$ cat src/rtl/oa_div_pkg.sv
// Shared constants for the restoring-division datapath: control-word bit
// positions, condition-vector bit positions and the reset value of p.
package oa_div_pkg;

  localparam int Y_LOAD_A    = 0;
  localparam int Y_LOAD_B    = 1;
  localparam int Y_SHIFT     = 2;
  localparam int Y_CNT_LOAD  = 3;
  localparam int Y_SUB       = 4;
  localparam int Y_ADD       = 5;
  localparam int Y_SET_Q     = 6;
  localparam int Y_CNT_DEC   = 7;
  localparam int Y_SET_OVF   = 8;
  localparam int Y_SET_ERR   = 9;
  localparam int Y_SET_DONE  = 10;
  localparam int Y_CLR_FLAGS = 11;

  localparam int P_B_NZ   = 0;
  localparam int P_NEG    = 1;
  localparam int P_CNT_Z  = 2;
  localparam int P_RR_Z   = 3;
  localparam int P_Q0     = 4;
  localparam int P_OVF    = 5;
  localparam int P_ERR    = 6;
  localparam int P_Q_LT_B = 7;
  localparam int P_DONE   = 8;
  localparam int P_START  = 9;

  // With every register cleared only CNT==0 and RR==0 are true.
  localparam logic [9:0] P_RESET = 10'h00C;

endpackage

$ cat src/rtl/oa_div_datapath_if.sv
// Bus between the microprogrammed controller/environment and the division
// datapath: operands, control word in, condition vector and results out.
interface oa_div_datapath_if #(
  parameter int N = 8
);
  logic         start;
  logic [N-1:0] din_a;
  logic [N-1:0] din_b;
  logic [11:0]  y;
  logic [9:0]   p;
  logic [N-1:0] quotient;
  logic [N-1:0] remainder;
  logic         done;

  modport master (
    output start, din_a, din_b, y,
    input  p, quotient, remainder, done
  );

  modport slave (
    input  start, din_a, din_b, y,
    output p, quotient, remainder, done
  );
endinterface

$ cat src/rtl/oa_addsub.sv
// Combinational (N+1)-bit add/subtract of the remainder and the zero-extended
// divisor; passes RR through unchanged when neither operation is requested.
module oa_addsub #(
  parameter int N = 8
) (
  input  logic [N:0]   rr,
  input  logic [N-1:0] rb,
  input  logic         sub,
  input  logic         add,
  output logic [N:0]   res
);
  logic [N:0] rb_ext;

  assign rb_ext = {1'b0, rb};

  // Subtract outranks add when both are requested.
  always_comb begin
    res = rr;
    if (sub) begin
      res = rr - rb_ext;
    end else if (add) begin
      res = rr + rb_ext;
    end else begin
      res = rr;
    end
  end
endmodule

$ cat src/rtl/oa_div_datapath.sv
// Operational automaton for N-bit unsigned restoring division: holds RB, RR,
// RQ, CNT and the flags, executes control word y, reports condition vector p.
module oa_div_datapath
  import oa_div_pkg::*;
#(
  parameter int N  = 8,
  parameter int CW = $clog2(N + 1)
) (
  input logic              clk,
  input logic              rst,
  oa_div_datapath_if.slave bus
);
  logic [N-1:0]  rb;
  logic [N:0]    rr;
  logic [N-1:0]  rq;
  logic [CW-1:0] cnt;
  logic          ovf;
  logic          err;
  logic          done_flag;
  logic          start_r;
  logic [N:0]    rr_arith;
  logic [11:0]   y;
  logic [9:0]    p_vec;

  assign y = bus.y;

  oa_addsub #(.N(N)) u_addsub (
    .rr  (rr),
    .rb  (rb),
    .sub (y[Y_SUB]),
    .add (y[Y_ADD]),
    .res (rr_arith)
  );

  // Register file update; all right-hand sides use pre-edge register values.
  always_ff @(posedge clk or posedge rst) begin
    if (rst) begin
      rb        <= '0;
      rr        <= '0;
      rq        <= '0;
      cnt       <= '0;
      ovf       <= 1'b0;
      err       <= 1'b0;
      done_flag <= 1'b0;
      start_r   <= 1'b0;
    end else begin
      start_r <= bus.start;

      if (y[Y_LOAD_B]) begin
        rb <= bus.din_b;
      end

      if (y[Y_LOAD_A]) begin
        rq <= bus.din_a;
        rr <= '0;
      end else if (y[Y_SHIFT]) begin
        rr <= {rr[N-1:0], rq[N-1]};
        rq <= {rq[N-2:0], 1'b0};
      end else begin
        rr <= rr_arith;
        if (y[Y_SET_Q]) begin
          rq[0] <= 1'b1;
        end
      end

      // Counter saturates at zero so a stray decrement cannot wrap it.
      if (y[Y_CNT_LOAD]) begin
        cnt <= CW'(N);
      end else if (y[Y_CNT_DEC] && (cnt != '0)) begin
        cnt <= cnt - CW'(1);
      end

      if (y[Y_CLR_FLAGS]) begin
        ovf       <= 1'b0;
        err       <= 1'b0;
        done_flag <= 1'b0;
      end else begin
        if (y[Y_SET_OVF]) begin
          ovf <= 1'b1;
        end
        if (y[Y_SET_ERR]) begin
          err <= 1'b1;
        end
        if (y[Y_SET_DONE]) begin
          done_flag <= 1'b1;
        end
      end
    end
  end

  // Condition vector decoded straight from the registers.
  always_comb begin
    p_vec           = 10'h000;
    p_vec[P_B_NZ]   = (rb != '0);
    p_vec[P_NEG]    = rr[N];
    p_vec[P_CNT_Z]  = (cnt == '0);
    p_vec[P_RR_Z]   = (rr == '0);
    p_vec[P_Q0]     = rq[0];
    p_vec[P_OVF]    = ovf;
    p_vec[P_ERR]    = err;
    p_vec[P_Q_LT_B] = (rq < rb);
    p_vec[P_DONE]   = done_flag;
    p_vec[P_START]  = start_r;
  end

  assign bus.p         = p_vec;
  assign bus.quotient  = rq;
  assign bus.remainder = rr[N-1:0];
  assign bus.done      = done_flag;
endmodule

$ cat src/flat_wrapper.sv
// flat-port wrapper written by rule: the top's interface ports become plain ports
module oa_div_datapath_flat import oa_div_pkg::*;
#(
  parameter int N  = 8,
  parameter int CW = $clog2(N + 1)
)
  (clk, rst, bus_start, bus_din_a, bus_din_b, bus_y, bus_p, bus_quotient, bus_remainder, bus_done);
  oa_div_datapath_if #(.N(N)) bus_i ();
  input logic clk;
  input logic rst;
  input wire logic [$bits(bus_i.start)-1:0] bus_start;
  input wire logic [$bits(bus_i.din_a)-1:0] bus_din_a;
  input wire logic [$bits(bus_i.din_b)-1:0] bus_din_b;
  input wire logic [$bits(bus_i.y)-1:0] bus_y;
  output wire logic [$bits(bus_i.p)-1:0] bus_p;
  output wire logic [$bits(bus_i.quotient)-1:0] bus_quotient;
  output wire logic [$bits(bus_i.remainder)-1:0] bus_remainder;
  output wire logic [$bits(bus_i.done)-1:0] bus_done;
  assign bus_i.start = bus_start;
  assign bus_i.din_a = bus_din_a;
  assign bus_i.din_b = bus_din_b;
  assign bus_i.y = bus_y;
  assign bus_p = bus_i.p;
  assign bus_quotient = bus_i.quotient;
  assign bus_remainder = bus_i.remainder;
  assign bus_done = bus_i.done;
  oa_div_datapath #(.N(N), .CW(CW)) u_core (.clk(clk), .rst(rst), .bus(bus_i));
endmodule
$ cat config.mk
export PLATFORM = sky130hd
export DESIGN_NAME = oa_div_datapath_flat
export DESIGN_NICKNAME = d
export VERILOG_FILES = /design/src/rtl/oa_div_pkg.sv /design/src/rtl/oa_div_datapath_if.sv /design/src/rtl/oa_addsub.sv /design/src/rtl/oa_div_datapath.sv /design/src/flat_wrapper.sv
export SDC_FILE = /design/constraint.sdc
export NUM_CORES = 1
export LEC_CHECK = 0
export ABC_AREA = 1
export ABC_CLOCK_PERIOD_IN_PS = 2800
export BUFFER_PORTS_ARGS = -buffer_cell sky130_fd_sc_hd__buf_4
export CORE_MARGIN = 4
export CORE_UTILIZATION = 53
export CTS_CLUSTER_SIZE = 8
export DETAILED_ROUTE_END_ITERATION = 10
export PLACE_DENSITY = 0.8
export REMOVE_ABC_BUFFERS = 1
export SETUP_SLACK_MARGIN = 0.05
export SYNTH_ARGS = -nofsm -noshare
export SYNTH_HDL_FRONTEND = slang
export SYNTH_SLANG_ARGS = --single-unit
$ cat constraint.sdc
create_clock -name clk -period 2.8 [get_ports clk]
set_clock_uncertainty 0.05 [all_clocks]
set_input_delay 0.56 -clock clk [delete_from_list [all_inputs] [get_ports clk]]
set_output_delay 0.56 -clock clk [all_outputs]
set_load 0.005 [all_outputs]
After elaboration in Yosys (flattened, before gate mapping)
Cells that the tools add are included.
{"block": "totals", "out_inout_bits": 27, "inputBits": 31, "word_cells": 41, "reg_bits": 33}
{"block": "op_classes", "reduce_logical": 12, "magnitude_cmp": 1, "n_mux": 16, "n_addsub": 3}
{"cell": "9-bit 2-to-1 mux", "count": 4}
{"cell": "2-bit nonzero test", "count": 5}
{"cell": "9-bit by 8-bit adder with 9-bit output", "count": 1}
{"cell": "9-bit zero test", "count": 1}
{"cell": "9-bit by 8-bit subtractor with 9-bit output", "count": 1}
{"cell": "8-bit less-than comparator", "count": 1}
{"cell": "1-bit 2-to-1 mux", "count": 8}
{"cell": "4-bit 2-to-1 mux", "count": 2}
{"cell": "8-bit 2-to-1 mux", "count": 1}
{"cell": "4-bit nonzero test", "count": 2}
{"cell": "8-bit nonzero test", "count": 1}
{"cell": "7-bit 2-to-1 mux", "count": 1}
{"cell": "4-bit zero test", "count": 1}
{"cell": "4-bit by 1-bit subtractor with 4-bit output, second input constant", "count": 1}
{"cell": "3-bit nonzero test", "count": 1}
{"cell": "1-bit logical AND", "count": 1}

Longest topological paths before layout
Gate-level depths: netlist of run 1.
{"block": "depth", "depth_word": 5, "mapped_depth": 17, "ltp_nobuf": 17}

Hierarchy
From an unflattened synthesis of run 1, not the netlist that was laid out.
{"block": "unflattened", "cells_unflattened": 358, "area_unflattened_um2": 2591.2}
{"mod": "oa_div_datapath", "cells_per_inst": 186, "seq_area_each_um2": 825.8, "area_each_um2": 1641.6, "n_inst": 1}
{"mod": "oa_addsub", "cells_per_inst": 172, "seq_area_each_um2": 0.0, "area_each_um2": 949.7, "n_inst": 1}

Worst setup path before layout of run 1
Ideal clock, no wire load.
{"block": "synth_timing", "path_kind": "register -> register", "from": "register u_core.rb[0]", "to": "register u_core.rr[8]", "period_less_slack_ns": 2.195, "arrival_ns": 2.028, "path_buffers": 0, "setup_time_ns": 0.116, "t_required_ns": 2.634, "path_stages_with_launch": 17, "slack_ns": 0.605, "path_cell_list": "dfrtp_1 > inv_1 > ha_1 > nand2_1 > o31ai_1 > xor2_1 > inv_1 > ha_1 > nand2_1 > nor2_2 > inv_1 > nor2_1 > nor2_1 > nand3_2 > nand3_1 > nand2_1 > nand2_1"}
{"block": "synth_between", "elab_chain_len": 5, "word_cells_on_any_way": 6, "classes_between": "2 x add/sub; 4 x mux"}
{"item": "from (decl)", "line_no": "oa_div_datapath.sv:13", "rtl": "logic [N-1:0] rb;"}
{"item": "from (signal assigned)", "line_no": "oa_div_datapath.sv:50", "rtl": "rb <= bus.din_b;"}
{"item": "9-bit by 8-bit adder with 9-bit output", "line_no": "oa_addsub.sv:22", "rtl": "res = rr + rb_ext;"}
{"item": "9-bit 2-to-1 mux", "line_no": "oa_addsub.sv:21", "rtl": "end else if (add) begin"}
{"item": "9-bit 2-to-1 mux (*)", "line_no": "oa_addsub.sv:19", "rtl": "if (sub) begin"}
{"item": "9-bit 2-to-1 mux (*)", "line_no": "oa_div_datapath.sv:56", "rtl": "end else if (y[Y_SHIFT]) begin"}
{"item": "9-bit 2-to-1 mux (*)", "line_no": "oa_div_datapath.sv:53", "rtl": "if (y[Y_LOAD_A]) begin"}
{"item": "to (signal assigned)", "line_no": "oa_div_datapath.sv:57", "rtl": "rr <= {rr[N-1:0], rq[N-1]};"}
{"item": "to (signal assigned)", "line_no": "oa_div_datapath.sv:60", "rtl": "rr <= rr_arith;"}
{"item": "to (decl)", "line_no": "oa_div_datapath.sv:14", "rtl": "logic [N:0] rr;"}
Mark *: on every way between the ends. The rest lies on a longest branch, timed or not. The select of a mux whose other input is x is not followed.
A chain may end at the register's enable or synchronous reset.

Worst setup path in the final report of run 1
Ends and elaborated chain as after synthesis.

==> impl_metrics.tcl, run 1 <==
set metrics [dict create \
    drv_cap 0 \
    ys_seq_elements 33 \
    startpoint "u_core.rb[0]$_DFFE_PP0P_" \
    drt_pass1_iterations 4 \
    yosysTopAreaCell "dfrtp_1" \
    final_cell_mix "nand2_1, buf_4, inv_1, dfrtp_1, a21oi_1" \
    cpLargestDelayFamily "simple AND/OR/NAND/NOR gates" \
    num_io_pins 58 \
    grt_pass1_wl_mm 9.211 \
    crit_required_ns 2.94 \
    power_mw 1.613 \
    leakagePower_nw 1.543 \
    syn_to_final_growth_pct 24.08 \
    syn_area_um2 2271 \
    holdBufCountCts 0 \
    synth_cell_type_count 33 \
    crit_fanout 5 \
    synth_cells 300 \
    yosys.area.top_type_share 0.3636 \
    setup-tns-final_ns 0 \
    die-area_um2 5396 \
    p_per_area_nw_per_um2 572.3 \
    wl_mm 5.372 \
    synth-edff-count 0 \
    avgSynthCellArea_um2 7.570 \
    status "finished, final reports clean" \
    insertion_delay_ns 0.29 \
    setup_viol 0 \
    drt_iter0_drc 141 \
    ant_nets 0 \
    crit_buf_inv 3 \
    grt_setup_unrepaired "no" \
    ys_top_cells_by_area "dfrtp_1, ha_1, nand2_1" \
    die_y_um 73.46 \
    finalCritPeriodShare 0.8827 \
    crit_path_max_incr_delay_ns 0.39 \
    async_reset_ff_frac 1.000 \
    crit_type "reg -> reg" \
    hold_class "in -> async" \
    clock_tree.buffer_depth 2 \
    grt_usage 0.2192 \
    post-route-min-period_ns 2.472 \
    startpoint_type "flop" \
    crit_chain "inv_1 -> ha_1 -> nand2_1 -> o31ai_2 -> xor2_1 -> inv_1 -> ha_1 -> nand2_1 -> nor2_2 -> inv_1 -> nor2_1 -> nor2_1 -> nand3_2 -> nand3_1 -> nand2_1 -> nand2_1" \
    dieWidth_um 73.46 \
    synth-main-ff-cell "dfrtp_1" \
    antenna_found_initial 0 \
    core_um2 4086 \
    worst_pin_slew_ns 0.4365 \
    final_common_cell "nand2_1" \
    drv_slew 0 \
    clk_pin_slew_ns 0.08 \
    arrival_ns 2.61 \
    drive_gt1_frac 0.2185 \
    final_core_util 0.6895 \
    gp_congestion 0.8729 \
    clockRootBuffer "clkbuf_8" \
    start_util 0.5557 \
    clock-sinks 33 \
    critPathMostFrequentCell "nand2_1" \
    vias 2120 \
    wl_per_cell_um 13.20 \
    drc 0 \
    worst_setup_path_end_kind "flop" \
    r2r-start "u_core.rb[0]$_DFFE_PP0P_" \
    fmax_ghz 0.4046 \
    grt_pass1_vias 2171 \
    dp_slack_ns 0.2909 \
    seq_area_frac_synth 0.3636 \
    critical_path.slowest_cell "dfrtp_1" \
    numCtsBuffers 5 \
    num_antenna_cells 0 \
    grt-ovfl-total 0 \
    portBuffers 57 \
    cts_tree "yes" \
    htreeDepth 2 \
    vias_per_cell 5.209 \
    hold_slack_ns 0.2111 \
    yosys_warnings 0 \
    fin_ws_ns 0.3284 \
    nets 406 \
    finalHoldViolations 0 \
    hpwl_mm 4.161 \
    relSlewSlack 0.7087 \
    ir_worst_vdd_v 0.0003081 \
    rows 23 \
    grt_max_degree 23 \
]
[cell type report]
type	count	area, µm²
clock buffers	5	68.82
clock inverters	3	46.29
fillers	353	1269
inverters	54	216.5
multi-input cells	204	1162
flip-flops and latches	33	825.8
well taps	50	62.56
repair buffers	58	435.4
[flip-flops by register name (all words and copies together) (netlist names)]
name / cells
u_core.bus.done: 1
u_core.bus.quotient: 8
u_core.cnt: 4
u_core.err: 1
u_core.ovf: 1
u_core.rb: 8
u_core.rr: 9
u_core.start_r: 1
[repair_timing]
action                     4_1_cts  5_1_grt
buffers inserted                 0        0
setup endpoints to repair        0        1
resized for setup                0        1
[per-stage QoR]
step	cell area [µm²]	std cells
3_3_place_gp	2698	399
3_5_place_dp	2698	399
2_1_floorplan	2200	291
5_1_grt	2818	407
6_report	2818	407
4_1_cts	2813	407
[metal layers]
| metal | track usage | up-vias | routed length [µm] |
|---|---|---|---|
| met3 | 0.04241 | 8 | 325 |
| met1 | 0.2580 | 970 | 2245 |
| li1 | - | 1077 | - |
| met5 | 0 | - | 0 |
| met2 | 0.3927 | 65 | 2727 |
| met4 | 0.07847 | 0 | 72 |
[power breakdown]
| group | leakage, nW | internal [mW] | switching, mW | total [mW] |
|---|---|---|---|---|
| registers | 0.407 | 0.529 | 0.0519 | 0.581 |
| clock network | 0.0543 | 0.266 | 0.201 | 0.467 |
| logic | 1.08 | 0.250 | 0.315 | 0.565 |
| total | 1.54 | 1.05 | 0.567 | 1.61 |
[cell usage after synthesis, types with 2 or more instances]
cell,n
nand4_1,2
nor2_1,21
nand2_4,2
a31oi_1,2
nand2_2,2
xor2_1,5
dfrtp_1,33
ha_1,18
nand3_2,2
inv_1,52
buf_4,5
nand3_1,15
o21ai_0,25
nand2_1,60
o22ai_1,4
o31ai_1,3
o21a_1,2
a21oi_1,32
[logic make-up (layout without fill, tap and decap cells)]
logic type	after synthesis	after routing	synth area share
flip-flops	33	33	0.3636
adder cells (fa/ha/maj)	19	19	0.1080
XOR/XNOR	6	6	0.02314
AO/OA/AOI/OAI	71	71	0.1691
AND/OR/NAND/NOR	108	108	0.2094
buffers and inverters	63	120	0.1267
[worst paths after layout]
kind,to,slack [ns],cells after the start
min in group clk,u_core.start_r$_DFF_PP0_,0.32,1
worst max-delay path,u_core.rr[8]$_DFFE_PP0P_,0.33,16
max in group asynchronous,u_core.rr[4]$_DFFE_PP0P_,1.84,3
worst min-delay path,u_core.bus.quotient[4]$_DFFE_PP0P_,0.21,2
worst max register to register,u_core.rr[8]$_DFFE_PP0P_,0.33,16
worst min register to register,u_core.err$_DFFE_PP0P_,0.45,2
Power figures use the tool's default switching activity.
==> run 2: changes to the inputs <==
--- a/config.mk
+++ b/config.mk
@@ -5,13 +5,13 @@
 export SDC_FILE = /design/constraint.sdc
 export NUM_CORES = 1
 export LEC_CHECK = 0
-export ABC_AREA = 1
 export ABC_CLOCK_PERIOD_IN_PS = 2800
 export BUFFER_PORTS_ARGS = -buffer_cell sky130_fd_sc_hd__buf_4
 export CORE_MARGIN = 4
 export CORE_UTILIZATION = 53
 export CTS_CLUSTER_SIZE = 8
 export DETAILED_ROUTE_END_ITERATION = 10
+export GPL_TIMING_DRIVEN = 0
 export PLACE_DENSITY = 0.8
 export REMOVE_ABC_BUFFERS = 1
 export SETUP_SLACK_MARGIN = 0.05
==> impl_metrics.tcl, run 2 <==
set metrics [dict create \
    holdBufCountCts 0 \
    die_y_um 72.19 \
    nets 342 \
    clockRootBuffer "clkbuf_8" \
    cts_tree "yes" \
    wl_mm 4.789 \
    ant_nets 0 \
    clk_pin_slew_ns 0.07 \
    insertion_delay_ns 0.29 \
    antenna_found_initial 0 \
    critical_path.slowest_cell "fa_1" \
    grt_setup_unrepaired "no" \
    die-area_um2 5211 \
    r2r-start "u_core.rb[0]$_DFFE_PP0P_" \
    avgSynthCellArea_um2 9.060 \
    synth-edff-count 0 \
    hpwl_mm 3.569 \
    grt_pass1_wl_mm 8.121 \
    drt_pass1_iterations 4 \
    synth_most_common_cell "dfrtp_1" \
    setup-tns-final_ns 0 \
    grt-ovfl-total 0 \
    arrival_ns 2.70 \
    leakagePower_nw 1.331 \
    endpoint "u_core.rr[6]$_DFFE_PP0P_" \
    yosysTopAreaCell "dfrtp_1" \
    syn_area_um2 2183 \
    final_cell_mix "buf_4, dfrtp_1, nor2_1, o21ai_0, nand2_1" \
    numCtsBuffers 5 \
    vias 1837 \
    synth_cells 241 \
    reg2reg_to "u_core.rr[6]$_DFFE_PP0P_" \
    top_register "u_core.rr" \
    ys_seq_elements 33 \
    synth_common_cells "dfrtp_1, nor2_1, nand2_1, o21ai_0, ha_1" \
    crit_path_max_incr_delay_ns 0.48 \
    hold_class "in -> async" \
    crit_type "reg -> reg" \
    fmax_ghz 0.3900 \
    clock_tree.buffer_depth 2 \
    ir_worst_vdd_v 0.0002857 \
    ys_top_cells_by_area "dfrtp_1, ha_1, o21ai_0" \
    p_per_area_nw_per_um2 598.4 \
    htreeDepth 2 \
    crit_required_ns 2.94 \
    core_um2 4000 \
    rows 23 \
    startpoint "u_core.rb[0]$_DFFE_PP0P_" \
    r2r_slack_ns 0.24 \
    dieWidth_um 72.19 \
    grt_max_degree 34 \
    drv_cap 0 \
    seq_area_frac_synth 0.3782 \
    status "finished, final reports clean" \
    power_mw 1.631 \
    drt_iter0_drc 101 \
    vias_per_cell 5.356 \
    portBuffers 57 \
    num_antenna_cells 0 \
    drv_slew 0 \
    final_common_cell "buf_4" \
    clock-sinks 33 \
    crit_fanout 3 \
    post-route-min-period_ns 2.564 \
    gp_congestion 0.8684 \
    worst_setup_path_end_kind "flop" \
    worst_pin_slew_ns 0.7397 \
    num_io_pins 58 \
    synth-main-ff-cell "dfrtp_1" \
    yosys.area.top_type_share 0.3782 \
    finalHoldViolations 0 \
    drc 0 \
    grt_pass1_vias 1798 \
    finalCritPeriodShare 0.9158 \
    syn_to_final_growth_pct 24.87 \
    wl_per_cell_um 13.96 \
    relSlewSlack 0.5050 \
    setup_viol 0 \
    start_util 0.5458 \
    hold_slack_ns 0.1676 \
    largest_reg_flops 9 \
    drive_gt1_frac 0.2457 \
    startpoint_type "flop" \
    ff2ff_path_depth 9 \
    crit_chain "inv_1 -> ha_2 -> mux2i_1 -> fa_1 -> a211oi_2 -> o21bai_2 -> a21o_1 -> xnor2_1 -> a2111oi_2" \
    async_reset_ff_frac 1.000 \
    synth_cell_type_count 43 \
    yosys_warnings 0 \
    grt_usage 0.1967 \
]
## run 2: cell types whose count changed after synthesis, moves of 3 or more
| cell | delta |
|---|---|
| nand2b_1 | +3 |
| a21oi_1 | -19 |
| nand3_1 | -13 |
| nand2_1 | -37 |
| mux2i_1 | +8 |
| a21o_1 | +4 |
| xnor2_1 | +10 |
| a211oi_1 | +5 |
| clkbuf_1 | +3 |
| nor2_1 | +6 |
| inv_1 | -35 |
## run 2: worst min-delay path by stage
stage,endpoint,cells after the start,slack [ns],start
2_1_floorplan,u_core.ovf$_DFFE_PP0P_,2,0.43,u_core.ovf$_DFFE_PP0P_
3_3_place_gp,u_core.ovf$_DFFE_PP0P_,2,0.43,u_core.ovf$_DFFE_PP0P_
3_5_place_dp,u_core.err$_DFFE_PP0P_,2,0.44,u_core.err$_DFFE_PP0P_
4_1_cts,u_core.start_r$_DFF_PP0_,1,0.31,bus_start
5_1_grt,u_core.rr[7]$_DFFE_PP0P_,2,0.17,rst
6_report,u_core.rr[7]$_DFFE_PP0P_,2,0.17,rst
## run 2: through the flow
stage,cells,area (µm²),worst slack (ns),utilization
final,343,2726,0.2359,0.6816
after global routing,343,2726,0.04368,0.6816
after CTS,342,2696,0.2191,0.6741
after detailed placement,334,2576,0.2299,0.6440
after global placement,334,2576,0.2517,0.6440
after floorplan,227,2086,0.4699,-
## run 2: routing by layer
metal,vias to the layer above,global-route usage,part of all wire
met4,0,0.05428,0.0063
li1,937,-,-
met5,-,0,0
met3,5,0.05817,0.057
met1,848,0.2451,0.44
met2,47,0.3316,0.50
## run 2: cells by family after synthesis
logic type / after synthesis / synth area share
AOI/OAI and AO/OA: 67 / 0.1966
DFF: 33 / 0.3782
buffers and inverters: 31 / 0.07392
xor gates and xnor gates: 14 / 0.05616
and+or+nand+nor: 69 / 0.1461
muxes: 8 / 0.03668
adders and majority gates: 19 / 0.1123
## run 2: final cells by class
class	count	area, µm²
Clock buffer	6	82.58
Clock inverter	2	37.54
Fill cell	314	1274
Inverter	17	63.81
Multi-Input combinational cell	177	1199
Sequential cell	33	825.8
Tap cell	50	62.56
Timing Repair Buffer	58	455.4
## run 2: timing repair
| item | in CTS | in global routing |
|---|---|---|
| buffers inserted | 0 | 0 |
| gates resized for setup | 0 | 1 |
| endpoints found under the setup margin | 0 | 1 |
## run 2: power breakdown
group	switching (mW)	total, mW	leakage (nW)	internal, mW
Clock	0.184	0.473	0.0574	0.289
Combinational	0.272	0.557	0.862	0.285
Sequential	0.0675	0.602	0.412	0.534
Total	0.524	1.63	1.33	1.11
## run 2: critical path: cells and delay by family (launching register included)
kind / cells / cell delay [ns]
AO/OA/AOI/OAI: 4 / 0.92
adder cells (fa/ha/maj): 2 / 0.79
flip-flops: 1 / 0.37
XOR/XNOR: 1 / 0.14
multiplexers: 1 / 0.10
buffers and inverters: 1 / 0.08
